File: config.mk
export PLATFORM = sky130hd
export DESIGN_NAME = seq_coef_mult
export DESIGN_NICKNAME = d
export VERILOG_FILES = /design/src/rtl/seq_coef_mult.sv
export SDC_FILE = /design/constraint.sdc
export NUM_CORES = 1
export LEC_CHECK = 0
export CELL_PAD_IN_SITES_DETAIL_PLACEMENT = 1
export CELL_PAD_IN_SITES_GLOBAL_PLACEMENT = 1
export CORE_MARGIN = 10
export CORE_UTILIZATION = 30
export DETAILED_ROUTE_END_ITERATION = 16
export PLACE_DENSITY = 0.62
export SYNTH_ARGS = -nofsm -noshare
export SYNTH_HDL_FRONTEND = slang
export SYNTH_SLANG_ARGS = --single-unit
File: constraint.sdc
create_clock -name clk -period 4.6 [get_ports clk]
set_input_delay 0.92 -clock clk [delete_from_list [all_inputs] [get_ports clk]]
set_output_delay 0.92 -clock clk [all_outputs]
set_load 0.02 [all_outputs]
File: src/rtl/seq_coef_mult.sv
// Sequential signed multiplier. It processes one coefficient bit per cycle with shift-add.
// The result is held on out until the next product completes.
module seq_coef_mult #(
  parameter int  BIT_WIDTH  = 2,
  parameter int  COEF_WIDTH = 8,
  localparam int OUT_WIDTH  = BIT_WIDTH + COEF_WIDTH
) (
  input  logic                        clk,
  input  logic                        rst_n,
  input  logic                        coef_load,
  input  logic signed [COEF_WIDTH-1:0] coef_in,
  input  logic                        in_valid,
  output logic                        in_ready,
  input  logic signed [BIT_WIDTH-1:0] inp,
  output logic                        out_valid,
  input  logic                        out_ready,
  output logic signed [OUT_WIDTH-1:0] out,
  output logic                        busy
);

  localparam int CNT_W = $clog2(COEF_WIDTH + 1);

  typedef enum logic [1:0] {IDLE, CALC, DONE} state_e;

  state_e                       state_q, state_d;
  logic signed [COEF_WIDTH-1:0] coef_q, coef_d;
  // Operand coefficient. It shifts right each step, so bit 0 is always the current bit.
  logic signed [COEF_WIDTH-1:0] csh_q, csh_d;
  logic signed [OUT_WIDTH-1:0]  mcand_q, mcand_d;
  logic signed [OUT_WIDTH-1:0]  acc_q, acc_d;
  logic signed [OUT_WIDTH-1:0]  out_q, out_d;
  logic [CNT_W-1:0]             cnt_q, cnt_d;

  logic                         accept;
  logic                         last_step;
  logic signed [OUT_WIDTH-1:0]  acc_step;

  assign accept    = in_valid && (state_q == IDLE);
  assign last_step = (cnt_q == CNT_W'(COEF_WIDTH - 1));

  // The coefficient MSB carries weight -2^(N-1), so the last step subtracts.
  always_comb begin
    acc_step = acc_q;
    if (csh_q[0]) begin
      acc_step = last_step ? (acc_q - mcand_q) : (acc_q + mcand_q);
    end
  end

  // NOTE: every _d gets its hold value first, so paths that do not assign it cannot infer a latch.
  always_comb begin
    state_d = state_q;
    coef_d  = coef_q;
    csh_d   = csh_q;
    mcand_d = mcand_q;
    acc_d   = acc_q;
    out_d   = out_q;
    cnt_d   = cnt_q;
    unique case (state_q)
      IDLE: begin
        if (coef_load) coef_d = coef_in;
        if (accept) begin
          csh_d   = coef_load ? coef_in : coef_q;
          mcand_d = {{COEF_WIDTH{inp[BIT_WIDTH-1]}}, inp};
          acc_d   = '0;
          cnt_d   = '0;
          state_d = CALC;
        end
      end
      CALC: begin
        acc_d   = acc_step;
        mcand_d = mcand_q <<< 1;
        csh_d   = csh_q >> 1;
        cnt_d   = cnt_q + CNT_W'(1);
        if (last_step) begin
          out_d   = acc_step;
          state_d = DONE;
        end
      end
      DONE: begin
        if (out_ready) state_d = IDLE;
      end
      default: state_d = IDLE;
    endcase
  end

  // NOTE: state registers use non-blocking assignments, so every flop samples the pre-edge values.
  always_ff @(posedge clk) begin
    if (!rst_n) begin
      state_q <= IDLE;
      coef_q  <= '0;
      csh_q   <= '0;
      mcand_q <= '0;
      acc_q   <= '0;
      out_q   <= '0;
      cnt_q   <= '0;
    end else begin
      state_q <= state_d;
      coef_q  <= coef_d;
      csh_q   <= csh_d;
      mcand_q <= mcand_d;
      acc_q   <= acc_d;
      out_q   <= out_d;
      cnt_q   <= cnt_d;
    end
  end

  assign in_ready  = (state_q == IDLE);
  assign busy      = (state_q != IDLE);
  assign out_valid = (state_q == DONE);
  assign out       = out_q;

endmodule

==> metrics.md <==
| Metric | Value |
|---|---|
| Outcome | `complete, no violations` |
| Hold path cells | `2` |
| # setup viols final | `0` |
| Die height | `between 100 and 150 microns` |
| Crit share post-route | `0.663` |
| Power Dens Cells | `336 nW/um^2` |
| PostCTS Resize Cnt | `0` |
| Post-route setup TNS | `0 ps` |
| Postcts setup bufs | `0` |
| Yosys reg bits | `52` |
| Reg2reg end | `out[9]$_SDFFE_PN0P_` |
| Final weighted congestion in routability-driven placement | `0.758` |
| Post-synth ARST share | `0` |
| Worst Path Buf+Inv | `1` |
| Critical path type | `reg -> reg` |
| DRT Pass-1 Iters | `6` |
| Crit path max-delay cell type | `dfxtp_1` |
| DPL Wire Length | `5.25 mm` |
| Full die area | `13400 sq um` |
| Max-slew violation count | `0` |
| Core outline area | `8850 sq um` |
| Highest cell delay on the worst timing path | `390 ps` |
| Relative slew margins | `0.388` |
| Critical path capture point type | `flop` |
| FF-to-FF path depth | `13` |
| Dpl cell area | `3080 sq um` |
| First-pass GRT wire length | `11.7 mm` |
| Cell leakage power | `1.18 nW` |
| WP depth | `13` |
| Actual slew at the worst max-slew pin | `916 ps` |
| Met1 Usage GRT | `0.143` |
| Total track usage | `0.107` |
| Pin count of the biggest net entering global routing | `26` |
| 1st-iter DRT viols | `86` |
| Critical Path Fanout Max | `8` |
| Synth top area share | `0.378` |
| Mapped Area | `2750 sq um` |
| N_diodes | `0` |
| Clock tree sinks | `52` |
| Number of cell rows | `34` |
| Cells along the critical path | `ha_1, nor2b_4, nand2_1, nor2_1, a21o_1, inv_1, ha_1, nor2b_4, o2111a_1, nor2_1, o31ai_4, xnor2_1, mux2_1` |
| Vias/cell | `between 5 and 6` |
| Yosys Warn Count | `0` |
| Unrepaired setup endpoints after global routing | `false` |
| Synth cell types | `53` |
| Area Growth Syn to Fin | `16.3%` |
| Final hold vios | `0` |
| Nets@finish | `361` |
| Design Power | `0.00108 W` |
| Fmax | `0.328 GHz` |
| WL per Instance | `15.6 microns` |
| CTS tree | `done` |
| Count of hold-fix buffers inserted at cts | `0` |
| Setup ws final | `1550 ps` |
| Most frequent cell after synthesis | `dfxtp_1` |
| # Max-Cap Violations | `0` |
| Busiest layer in global routing | `met2` |
| CTS buffer count | `5` |
| Vias in the first global route | `between 2000 and 2500` |
| Worst skew pair latency | `310 ps` |
| Most used DFF post-synth | `dfxtp_1` |
| Synth Instances | `318` |
| Residual DRC | `0` |
| Initial Util | `0.311` |
| Final WL | `6.90 mm` |
| Worst path required time | `4800 ps` |
| Synth top area cells | `dfxtp_1 (38%), a21oi_1 (7.5%), ha_1 (5.0%)` |
| Clk root buf | `clkbuf_8` |
| M3 GR Usage | `0.0233` |
| I/O pin cnt | `28` |
| Post-place setup slack | `1500 ps` |
| Die Wd | `roughly 120 microns` |
| Peak supply drop | `0.118 mV` |
| Worst R2R Start | `cnt_q[0]$_SDFFE_PN0P_` |
| Hold wc startpoint | `out[1]$_SDFFE_PN0P_` |
| Critical Path AT | `roughly 3300 ps` |
| Dominant cell type by area after synthesis | `dfxtp_1` |
| # port buffers | `27` |
| Mean Syn Cell Area | `8.66 sq um` |
| Sequential-to-total area share from yosys stat | `0.378` |
| Clk slew on worst S/H paths | `100 ps` |
| M2 GR Usage | `0.168` |
| Critical path startpoint | `cnt_q[0]$_SDFFE_PN0P_` |
| Post-synth EDFFs | `0` |
| Flop-to-flop setup slack | `1550 ps` |
| Worst Hold Class | `reg -> reg` |
| Period minus WS final | `3050 ps` |
| WHS Endpoint | `out[1]$_SDFFE_PN0P_` |
| Final Instance Area | `3200 sq um` |
| Gr ovfl total | `0` |
| Post-DRT Antenna Nets | `0` |
| Synthesized Nets | `~350` |
| Final setup skew | `12.3 ps` |
| H-tree levels | `2` |
| CP startpoint kind | `flop` |
| Initial antenna violation count | `0` |
| Share of cells above drive strength 1 | `0.0687` |
| Detailed-route via count | `2327` |
| Clk buf depth | `2` |
| Critical path's top delay family | `simple AND/OR/NAND/NOR gates` |
| Synth top cells by count | `dfxtp_1 (52), a21oi_1 (41), nand2_1 (32), nor2_1 (28), a22oi_1 (12)` |
==> tightest hold or removal path, delay by kind of cell (launching register included) <==
family          cells  cell delay [ps]
simple gates        1               50
flops               1              320
compound gates      1               50
==> power breakdown <==
| group | leakage, nW | total [W] | switching [W] | internal [W] |
|---|---|---|---|---|
| Sequential | 0.424 | 0.000497 | 0.0000267 | 0.000470 |
| Combinational | 0.695 | 0.000245 | 0.000137 | 0.000108 |
| Clock | 0.0614 | 0.000334 | 0.000156 | 0.000178 |
==> sequential cells by signal, indices dropped and copies added, names as in the netlist <==
name / flops
acc_q: 10
csh_q: 8
out: 10
cnt_q: 4
coef_q: 8
mcand_q: 10
state_q: 2
==> metrics by stage <==
stage | hold WS (ps) | std cells | utilization
2_1_floorplan | 434 | 318 | -
3_5_place_dp | 450 | 435 | 0.348
5_1_grt | 480 | 443 | 0.362
3_3_place_gp | 442 | 435 | 0.348
4_1_cts | 464 | 443 | 0.362
6_report | 457 | 443 | 0.362
==> cells in the final DEF, fill, tap and decap left out, types with 4 or more instances in the layout <==
cell type	synthesis	routed
a211oi_1	4	4
a21oi_1	41	41
a22oi_1	12	12
clkbuf_8	0	6
clkdlybuf4s50_1	0	27
dfxtp_1	52	52
ha_1	11	11
inv_1	8	8
mux2i_1	10	10
nand2_1	32	32
nand2b_1	5	5
nand3_1	9	9
nor2_1	28	28
nor2b_1	5	5
o21ai_0	8	8
o21ai_1	5	5
o221ai_1	4	4
o31ai_1	4	4
xnor2_1	9	9
xor2_1	7	7
==> logic make-up after synthesis <==
logic type	Yosys count	synth area share
buf+inv	27	0.0423
simple gates	98	0.182
compound gates	99	0.237
flops	52	0.378
xor+xnor	16	0.0509
fa+ha+maj	12	0.0572
mux	14	0.0527
==> how the worst max path moves through the flow <==
stage	slack, ps	to
2_1_floorplan	1920	out[9]$_SDFFE_PN0P_
3_3_place_gp	1550	acc_q[4]$_SDFFE_PN0P_
3_5_place_dp	1500	acc_q[4]$_SDFFE_PN0P_
4_1_cts	1540	out[9]$_SDFFE_PN0P_
5_1_grt	1350	out[9]$_SDFFE_PN0P_
6_report	1550	out[9]$_SDFFE_PN0P_
==> layout make-up <==
cell class,instances,area (sq um)
clock buffers,6,82.6
clock inverters,2,38.8
fillers,1058,5650
inverters,8,30.0
multi-input cells,239,1600
flip-flops and latches,52,1040
well taps,108,135
repair buffers,28,278
==> metal layers <==
metal,vias to the layer above,wire [microns]
li1,1167,-
met1,1116,3480
met2,36,3020
met3,8,301
met4,0,97
met5,-,0
(Power assumes the default switching activity.)
